===== src/rtl/rv32_decode_stage.sv =====
// RV32I decode stage: one-entry hold register, busy scoreboard for hazards, and a registered valid/ready output to execute.
// Define RV32_WB_BYPASS_EN to forward same-cycle writeback data to source operands and release their hazards immediately.
module rv32_decode_stage (
  input  logic        clk_i,
  input  logic        rst_i,
  input  logic        if_valid_i,
  output logic        if_ready_o,
  input  logic [31:0] if_instr_i,
  input  logic [31:0] if_pc_i,
  output logic [4:0]  rs1_addr_o,
  output logic [4:0]  rs2_addr_o,
  input  logic [31:0] rs1_data_i,
  input  logic [31:0] rs2_data_i,
  input  logic        wb_valid_i,
  input  logic [4:0]  wb_rd_i,
  input  logic [31:0] wb_data_i,
  input  logic        flush_i,
  output logic        ex_valid_o,
  input  logic        ex_ready_i,
  output logic [31:0] ex_pc_o,
  output logic [31:0] ex_rs1_data_o,
  output logic [31:0] ex_rs2_data_o,
  output logic [31:0] ex_imm_o,
  output logic [4:0]  ex_rd_o,
  output logic [6:0]  ex_opcode_o,
  output logic [2:0]  ex_funct3_o,
  output logic        ex_funct7b5_o,
  output logic        ex_illegal_o
);

  localparam logic [6:0] OP_LUI    = 7'b0110111;
  localparam logic [6:0] OP_AUIPC  = 7'b0010111;
  localparam logic [6:0] OP_JAL    = 7'b1101111;
  localparam logic [6:0] OP_JALR   = 7'b1100111;
  localparam logic [6:0] OP_BRANCH = 7'b1100011;
  localparam logic [6:0] OP_LOAD   = 7'b0000011;
  localparam logic [6:0] OP_STORE  = 7'b0100011;
  localparam logic [6:0] OP_IMM    = 7'b0010011;
  localparam logic [6:0] OP_OP     = 7'b0110011;
  localparam logic [6:0] OP_MISC   = 7'b0001111;
  localparam logic [6:0] OP_SYSTEM = 7'b1110011;

  logic        d_v;
  logic [31:0] d_instr;
  logic [31:0] d_pc;
  logic [31:0] busy_q;
  logic [31:0] busy_d;

  logic [6:0]  opcode;
  logic [4:0]  rd;
  logic [4:0]  rs1;
  logic [4:0]  rs2;
  logic        use_rs1, use_rs2, use_rd, illegal;
  logic [31:0] imm;
  logic [4:0]  rd_wr;
  logic        rs1_byp, rs2_byp;
  logic [31:0] rs1_val, rs2_val;
  logic        hz, adv, accept;

  assign opcode     = d_instr[6:0];
  assign rd         = d_instr[11:7];
  assign rs1        = d_instr[19:15];
  assign rs2        = d_instr[24:20];
  assign rs1_addr_o = rs1;
  assign rs2_addr_o = rs2;

  // NOTE: every output of a combinational block gets a default first, so no path leaves one unassigned and infers a latch.
  always_comb begin
    use_rs1 = 1'b0;
    use_rs2 = 1'b0;
    use_rd  = 1'b0;
    illegal = 1'b0;
    imm     = '0;
    if (d_instr[1:0] != 2'b11) begin
      illegal = 1'b1;
    end else begin
      case (opcode)
        OP_LUI, OP_AUIPC: begin
          use_rd = 1'b1;
          imm    = {d_instr[31:12], 12'b0};
        end
        OP_JAL: begin
          use_rd = 1'b1;
          imm    = {{11{d_instr[31]}}, d_instr[31], d_instr[19:12], d_instr[20], d_instr[30:21], 1'b0};
        end
        OP_JALR, OP_LOAD, OP_IMM: begin
          use_rs1 = 1'b1;
          use_rd  = 1'b1;
          imm     = {{20{d_instr[31]}}, d_instr[31:20]};
        end
        OP_BRANCH: begin
          use_rs1 = 1'b1;
          use_rs2 = 1'b1;
          imm     = {{19{d_instr[31]}}, d_instr[31], d_instr[7], d_instr[30:25], d_instr[11:8], 1'b0};
        end
        OP_STORE: begin
          use_rs1 = 1'b1;
          use_rs2 = 1'b1;
          imm     = {{20{d_instr[31]}}, d_instr[31:25], d_instr[11:7]};
        end
        OP_OP: begin
          use_rs1 = 1'b1;
          use_rs2 = 1'b1;
          use_rd  = 1'b1;
        end
        OP_MISC, OP_SYSTEM: begin
          imm = {{20{d_instr[31]}}, d_instr[31:20]};
        end
        default: illegal = 1'b1;
      endcase
    end
  end

  assign rd_wr = use_rd ? rd : 5'd0;

`ifdef RV32_WB_BYPASS_EN
  assign rs1_byp = wb_valid_i && (wb_rd_i == rs1);
  assign rs2_byp = wb_valid_i && (wb_rd_i == rs2);
`else
  logic unused_wb_data;
  assign unused_wb_data = ^wb_data_i;
  assign rs1_byp = 1'b0;
  assign rs2_byp = 1'b0;
`endif

  assign rs1_val = (rs1 == 5'd0) ? 32'd0 : (rs1_byp ? wb_data_i : rs1_data_i);
  assign rs2_val = (rs2 == 5'd0) ? 32'd0 : (rs2_byp ? wb_data_i : rs2_data_i);

  // A bypassed source is free this cycle; a pending write to rd is never bypassed (WAW).
  assign hz = (use_rs1 && rs1 != 5'd0 && busy_q[rs1] && !rs1_byp)
           || (use_rs2 && rs2 != 5'd0 && busy_q[rs2] && !rs2_byp)
           || (rd_wr != 5'd0 && busy_q[rd_wr]);

  assign adv        = d_v && !hz && (!ex_valid_o || ex_ready_i) && !flush_i;
  assign if_ready_o = !d_v || adv;
  assign accept     = if_valid_i && if_ready_o;

  // NOTE: state registers use non-blocking assignments so every flop samples pre-edge values.
  always_ff @(posedge clk_i or posedge rst_i) begin
    if (rst_i) begin
      d_v     <= 1'b0;
      d_instr <= '0;
      d_pc    <= '0;
    end else if (flush_i) begin
      d_v <= 1'b0;
    end else if (accept) begin
      d_v     <= 1'b1;
      d_instr <= if_instr_i;
      d_pc    <= if_pc_i;
    end else if (adv) begin
      d_v <= 1'b0;
    end
  end

  // Clears apply first so a set on the same index wins.
  always_comb begin
    busy_d = busy_q;
    if (wb_valid_i)
      busy_d[wb_rd_i] = 1'b0;
    if (flush_i && ex_valid_o && ex_rd_o != 5'd0)
      busy_d[ex_rd_o] = 1'b0;
    if (adv && rd_wr != 5'd0)
      busy_d[rd_wr] = 1'b1;
    busy_d[0] = 1'b0;
  end

  // NOTE: the scoreboard is reset, since a stale busy bit would stall the pipe forever.
  always_ff @(posedge clk_i or posedge rst_i) begin
    if (rst_i) busy_q <= '0;
    else       busy_q <= busy_d;
  end

  always_ff @(posedge clk_i or posedge rst_i) begin
    if (rst_i) begin
      ex_valid_o    <= 1'b0;
      ex_pc_o       <= '0;
      ex_rs1_data_o <= '0;
      ex_rs2_data_o <= '0;
      ex_imm_o      <= '0;
      ex_rd_o       <= '0;
      ex_opcode_o   <= '0;
      ex_funct3_o   <= '0;
      ex_funct7b5_o <= 1'b0;
      ex_illegal_o  <= 1'b0;
    end else if (adv) begin
      ex_valid_o    <= 1'b1;
      ex_pc_o       <= d_pc;
      ex_rs1_data_o <= rs1_val;
      ex_rs2_data_o <= rs2_val;
      ex_imm_o      <= imm;
      ex_rd_o       <= rd_wr;
      ex_opcode_o   <= opcode;
      ex_funct3_o   <= d_instr[14:12];
      ex_funct7b5_o <= d_instr[30];
      ex_illegal_o  <= illegal;
    end else if (flush_i || ex_ready_i) begin
      ex_valid_o <= 1'b0;
    end
  end

endmodule


===== config.mk =====
export PLATFORM = sky130hd
export DESIGN_NAME = rv32_decode_stage
export DESIGN_NICKNAME = d
export VERILOG_FILES = /design/src/rtl/rv32_decode_stage.sv
export SDC_FILE = /design/constraint.sdc
export NUM_CORES = 1
export LEC_CHECK = 0
export ABC_AREA = 1
export BUFFER_PORTS_ARGS = -buffer_cell sky130_fd_sc_hd__clkbuf_2
export CORE_MARGIN = 2
export CORE_UTILIZATION = 40
export CTS_CLUSTER_DIAMETER = 80
export DETAILED_ROUTE_END_ITERATION = 10
export PLACE_DENSITY = 0.68
export SYNTH_ARGS = -nofsm -noshare
export SYNTH_HDL_FRONTEND = slang
export SYNTH_SLANG_ARGS = --single-unit
export TNS_END_PERCENT = 1

===== constraint.sdc =====
create_clock -name clk_i -period 15.8 [get_ports clk_i]
set_clock_uncertainty 0.05 [all_clocks]
set_input_delay 1.58 -clock clk_i [delete_from_list [all_inputs] [get_ports clk_i]]
set_output_delay 1.58 -clock clk_i [all_outputs]
set_load 0.02 [all_outputs]

* After elaboration in Yosys (flattened, before gate mapping) *
Cells that the tools add are included.

word-level totals
  bits in registers = 242
  bits in latches = 0
  RAM bits = 0
  bits in read-only memories = 0
  bits of input ports = 171
  output and inout port bits = 157
  word-level logic and storage cells = 112
  memories = 0

operators by class
  $add $sub $neg = 0
  multiply operators = 0
  divide/modulo/power cells = 0
  magnitude comparators = 8
  equal/unequal tests = 12
  shift operators = 0
  muxes and demuxes = 33
  bitwise logic cells = 6
  reductions and logical operators = 39

operators with widths
  operator            count
  $mux 32             6
  $pmux 32 s5         1
  $and 32x32->32      2
  $not 32->32         2
  $or 32x32->32       1
  $lt 5x6->1 const B  5
  $eq 7x7->1 const B  4
  $eq 7x6->1 const B  3
  $reduce_bool 5->1   4
  $mux 1              19
  $bmux 1 s5          3
  $demux 1 s5         3
  $ge 5x1->1 const B  3
  $logic_and 1x1->1   15
  $eq 7x5->1 const B  2
  $reduce_or 11->1    1
  $logic_not 5->1     2
  $eq 7x2->1 const B  1
  $eq 7x4->1 const B  1
  $reduce_or 7->1     1
  $reduce_or 6->1     1
  $logic_or 1x1->1    5
  $mux 5              1
  $reduce_or 5->1     1
  8 further kinds     11

* Depth between registers and ports, before layout *
  depth in word-level cells = 17
  mapped depth = 22

* Least setup slack after synthesis *
No wires, ideal clock.

  kind = input port to output port
  start point = input ex_ready_i
  end point = output if_ready_o
  data arrival time = 2.525 ns
  required time = 14.170 ns
  path slack = 11.645 ns
  stages = 6
  path through = or2_2 nand4_2 buf_6 buf_8 buf_4 nand2_1

between the ends
  cells in the longest elaborated chain, start to end = 4

ends and longest elaborated chain
  what                             RTL line  text
  start: declaration               19        input logic ex_ready_i,
  $logic_or 1x1->1                 134       assign adv = d_v && !hz && (!ex_valid_o || ex_ready_i) && !flush_i;
  $logic_and 1x1->1 (2 in series)  134
  $logic_or 1x1->1                 135       assign if_ready_o = !d_v || adv;
  end: declaration                 7         output logic if_ready_o,

No other way between the ends.

* Worst setup path in the final report *
  start point = register d_instr[20]
  end point = output if_ready_o

between the ends
  cells in the longest elaborated chain, start to end = 10
  elaborated cells between the ends (all ways) = 12
  classes of those cells = mux (2); reduce/logical (10)

ends and longest elaborated chain
  what                                                                      RTL line  text
  start: declaration                                                        44        logic [31:0] d_instr;
  start signal: assignment                                                  148       d_instr <= if_instr_i;
  $bmux 1 s5 / $reduce_bool 5->1 (equally long branches)                    131       || (use_rs2 && rs2 != 5'd0 && busy_q[rs2] && !rs2_byp)
  $mux 1 (not written as such) / $logic_and 1x1->1 (equally long branches)  131
  $logic_and 1x1->1 *                                                       131
  $logic_or 1x1->1 *                                                        131
  $logic_or 1x1->1 *                                                        132       || (rd_wr != 5'd0 && busy_q[rd_wr]);
  $logic_not 1->1 *                                                         134
  $logic_and 1x1->1 * (3 in series)                                         134
  $logic_or 1x1->1 *                                                        135

Every way passes the cells marked *; elsewhere a longest branch is shown, timed or not. The select of a mux whose other input is x is not followed.

==> run summary <==
The die is 176.0 um wide. The internal portion of the total power is 0.001307 W. After detailed routing, the average wire length per cell comes to 17.29 um.

The sequential power share is 0.418. The first routing iteration left 957 violations. The logs give 1887 for the final layout net count and 0 for the number of max-cap violations. The clock transition time at the flip-flop clock pins of the worst setup and hold paths was 60 ps. The worst max-slew margin expressed relative to the limit is 0.06763, and the shortest period the worst path allows is 5258 ps.

TritonCTS built the clock tree. For the worst setup path, the data arrival time is 3630 ps. The final-report max-slew violation count came out at 0. The flip-flop cell with the highest count after synthesis was sky130_fd_sc_hd__dfrtp_1. Summing all non-filler instances in the final layout gives an area of 14150 sq um.

The fraction of met3 tracks used by global routing was 0.05857. The tools report the initial core utilization as 0.4092. The run finished with clean final reports.

The floorplan step defined a die boundary enclosing 30990 sq um. The largest fanout on the critical path was 32; the slew of the pin with the lowest slew margin was 1388 ps. IR analysis of the VDD net gives a maximum drop of 0.08263 mV. In the post-synthesis netlist, the cell with the most instances is sky130_fd_sc_hd__nand2_1.

At the end of routability-driven placement, the weighted congestion stood at 0.9936. The via density per instance is 5.092, and the cell count after synthesis is 1469. For the required time of the critical path, the log shows 14170 ps. Measured along the y axis, the die boundary spans 176.0 um. For the total global-route track usage, the log shows 0.2333. CTS root buffer: sky130_fd_sc_hd__clkbuf_16. Average size of a mapped cell: 8.060 sq um.

Sequential standard cell area: 6056 sq um. The path class of the tightest hold or removal check is flop to flop. The number of placed instances with taps included came out at 2070. Setup slack on the critical path of the routed design comes to 10540 ps. Timing analysis after detailed placement gives a worst setup slack of 11140 ps. In the post-synthesis netlist, the biggest area contributors are sky130_fd_sc_hd__dfrtp_1 (51%), sky130_fd_sc_hd__nand2_1 (17%), sky130_fd_sc_hd__o21ai_0 (4.6%). The run gives 28 as the CTS buffer count. The floorplan has 62 rows. The buffer count from post-CTS setup fixing came out at 0. Kind of start point of the critical path: a flop. The switching fraction of total power works out to 0.3561. For this design the static power due to leakage is 7.494 nW.

The power density normalized to cell area came out at 143.4 nW/um^2. The Yosys step of the flow raised 0 warnings. After filler insertion, the fill cell instance count of the layout stands at 2815. Buffers placed on the I/O ports in this run total 295.

The cell at the slowest stage of the critical path is sky130_fd_sc_hd__dfrtp_1. The tools report the number of distinct library cells after synthesis as 44. The final hold violation count was 0. The clock reaches the later pin of the worst-skew pair after 540 ps. For this design the total switching power over the nets is 0.0007229 W.

Share of the clock period used by the worst path: 0.3328. The routed wire length came out at 36.66 mm. The initial antenna violation count was 1; the number of hold buffers added after cts was 0. For this run, the detailed router's first-pass iteration total came to 5. For the number of gates given a new drive strength after cts, the log shows 0. The tools report the sequential share of the synthesized area as 0.5115. The clock drives 242 sinks. Maximum number of pins on one net before global-route repair: 254. The setup path with the least slack is of type flop to output port.

0 antenna diodes ended up in the layout. The multi-input combinational cells in the finished layout cover a total of 4741 sq um. The via count of the first global-routing pass came out at 10.43k. Of all cell types, the one taking the most synthesized area is sky130_fd_sc_hd__dfrtp_1. The run gives 1 as the number of H-tree levels. The detail route stage leaves a number of antenna-violating nets equal to 0. After the flow finishes, the layout carries non-filler instances totaling 2121. The top-area cell type share of the netlist area is 0.5115. After synthesis the netlist holds a flip-flop and latch count of 242.

Summed over all nets, the half-perimeter wirelength after detailed placement is 25.10 mm. In this run the cell area of the synthesized design comes to 11840 sq um. The layout cell share with drive strength beyond 1 is 0.2314, and the timing-limited maximum frequency is 0.1902 GHz. Pin placement for this block handled 328 I/O pins. The count of final setup violators was 0; the portion of total power attributed to combinational logic was 0.265.

The area growth from synthesis to layout is 19.54%. The run gives 0.317 as the portion of total power attributed to the clock network. For this run the aggregate overflow at the end of global routing stands at 0. The total area inside the core boundary comes to 28940 sq um. The worst setup path is captured at an output port. The run gives 0.3654 as the met2 capacity usage during global routing. Number of flops mapped to enable cells by yosys: 0. The tools report the utilization after layout as 0.4891. The net count after synthesis was 1640. Setup repair after global routing left no endpoint under its margin.

The first global-routing pass estimated 57.37 mm of wire. For the via count, the log shows 10.80k. The layer flagged by global routing as most heavily used is met2. For this run, the slowest stage of the critical path takes 1070 ps. The share of flip-flops with an asynchronous set or reset works out to 1.000. The run gives 0 ps as the setup TNS. The critical path goes through o21ai_0 > a21oi_1 > a21oi_1 > o21ai_0 > nand2_1 > o21ai_0 > a21boi_0 > a21oi_1 > nand4_4 > nand2_1 > clkbuf_2.

In the routed design, unresolved DRC markers number 0. Counting along the longest clock path gives a buffer depth of 3. The global-route track usage on met1 was 0.3091; the instance area at placement was 13220 sq um. In the synthesized netlist, the cells that appear most often are sky130_fd_sc_hd__nand2_1 (536), sky130_fd_sc_hd__dfrtp_1 (242), sky130_fd_sc_hd__o21ai_0 (110), sky130_fd_sc_hd__nand3_1 (109), sky130_fd_sc_hd__inv_1 (91).
-- state kept, by name, summed over array words and instances (netlist names), 5 cells and up --
name / count
ex_rd_o: 5
ex_opcode_o: 7
ex_imm_o: 32
ex_pc_o: 32
ex_rs1_data_o: 32
ex_rs2_data_o: 32
d_pc: 32
d_instr: 32
busy_q: 31
-- worst max-delay path: cells and delay by family, from the launching register on --
kind | cells | cell delay (ps)
compound gates | 7 | 1470
simple gates | 3 | 340
flops | 1 | 1070
buf+inv | 1 | 180
-- power by group through the flow --
stage / clock network [W] / registers [W] / logic, W
CTS: 0.000659 / 0.000848 / 0.000542
floorplan: 0 / 0.000939 / 0.000263
detailed placement: 0 / 0.000857 / 0.000540
global placement: 0 / 0.000853 / 0.000533
global route: 0.000685 / 0.000866 / 0.000598
finish: 0.000643 / 0.000848 / 0.000538
-- layout make-up --
| type | instances | share of cell area |
|---|---|---|
| Clock inverter | 9 | 0.005569 |
| Multi-Input combinational cell | 1041 | 0.3350 |
| Sequential cell | 242 | 0.4279 |
| Timing Repair Buffer | 306 | 0.1110 |
| Inverter | 97 | 0.02626 |
| Tap cell | 384 | 0.03395 |
| Clock buffer | 42 | 0.06038 |
-- layer usage --
layer | vias up | wire, um
met5 | - | 13
met4 | 2 | 1605
met3 | 97 | 3556
met2 | 502 | 16120
met1 | 4942 | 15370
li1 | 5258 | -
-- kinds of logic (layout without fill, tap and decap cells) --
group                  after synthesis  after routing  synth area share
and+or+nand+nor                    770            770            0.2714
AOI/OAI and AO/OA                  271            271            0.1277
buffers and inverters              186            454           0.08951
DFF                                242            242            0.5115
-- worst paths after layout --
kind / slack (ps) / from / cells after the start / end
max in group asynchronous: 13130 / rst_i / 3 / ex_rs1_data_o[29]$_DFFE_PP0P_
min in group asynchronous: 1080 / rst_i / 2 / ex_rs2_data_o[21]$_DFFE_PP0P_
worst min-delay path: 420 / d_pc[23]$_DFFE_PP0P_ / 2 / ex_pc_o[23]$_DFFE_PP0P_
worst min register to register: 420 / d_pc[23]$_DFFE_PP0P_ / 2 / ex_pc_o[23]$_DFFE_PP0P_
worst max-delay path: 10540 / d_instr[20]$_DFFE_PP0P_ / 11 / if_ready_o
worst max register to register: 11500 / d_instr[20]$_DFFE_PP0P_ / 13 / ex_imm_o[10]$_DFFE_PP0P_
-- metrics by stage --
| stage | hold slack, ps | power [W] |
|---|---|---|
| finish | 416.6 | 0.002030 |
| global route | 435.9 | 0.002150 |
| CTS | 416.4 | 0.002048 |
| detailed placement | 407.1 | 0.001397 |
| global placement | 400.7 | 0.001386 |
| floorplan | 392.2 | 0.001202 |
-- layout by cell type (no fill, tap or decap), types with 8 or more instances in the layout --
master and n:
sky130_fd_sc_hd__nor2_1 69, sky130_fd_sc_hd__clkbuf_8 8, sky130_fd_sc_hd__nand2_1 536, sky130_fd_sc_hd__o21ai_0 110
sky130_fd_sc_hd__o21ai_1 42, sky130_fd_sc_hd__clkbuf_2 295, sky130_fd_sc_hd__a21oi_1 74, sky130_fd_sc_hd__nand3_1 109
sky130_fd_sc_hd__nor3_1 21, sky130_fd_sc_hd__dfrtp_1 242, sky130_fd_sc_hd__buf_4 10, sky130_fd_sc_hd__inv_1 90
sky130_fd_sc_hd__nand4_1 12, sky130_fd_sc_hd__clkbuf_16 29, sky130_fd_sc_hd__o21ai_2 21
Power figures use the tool's default switching activity.
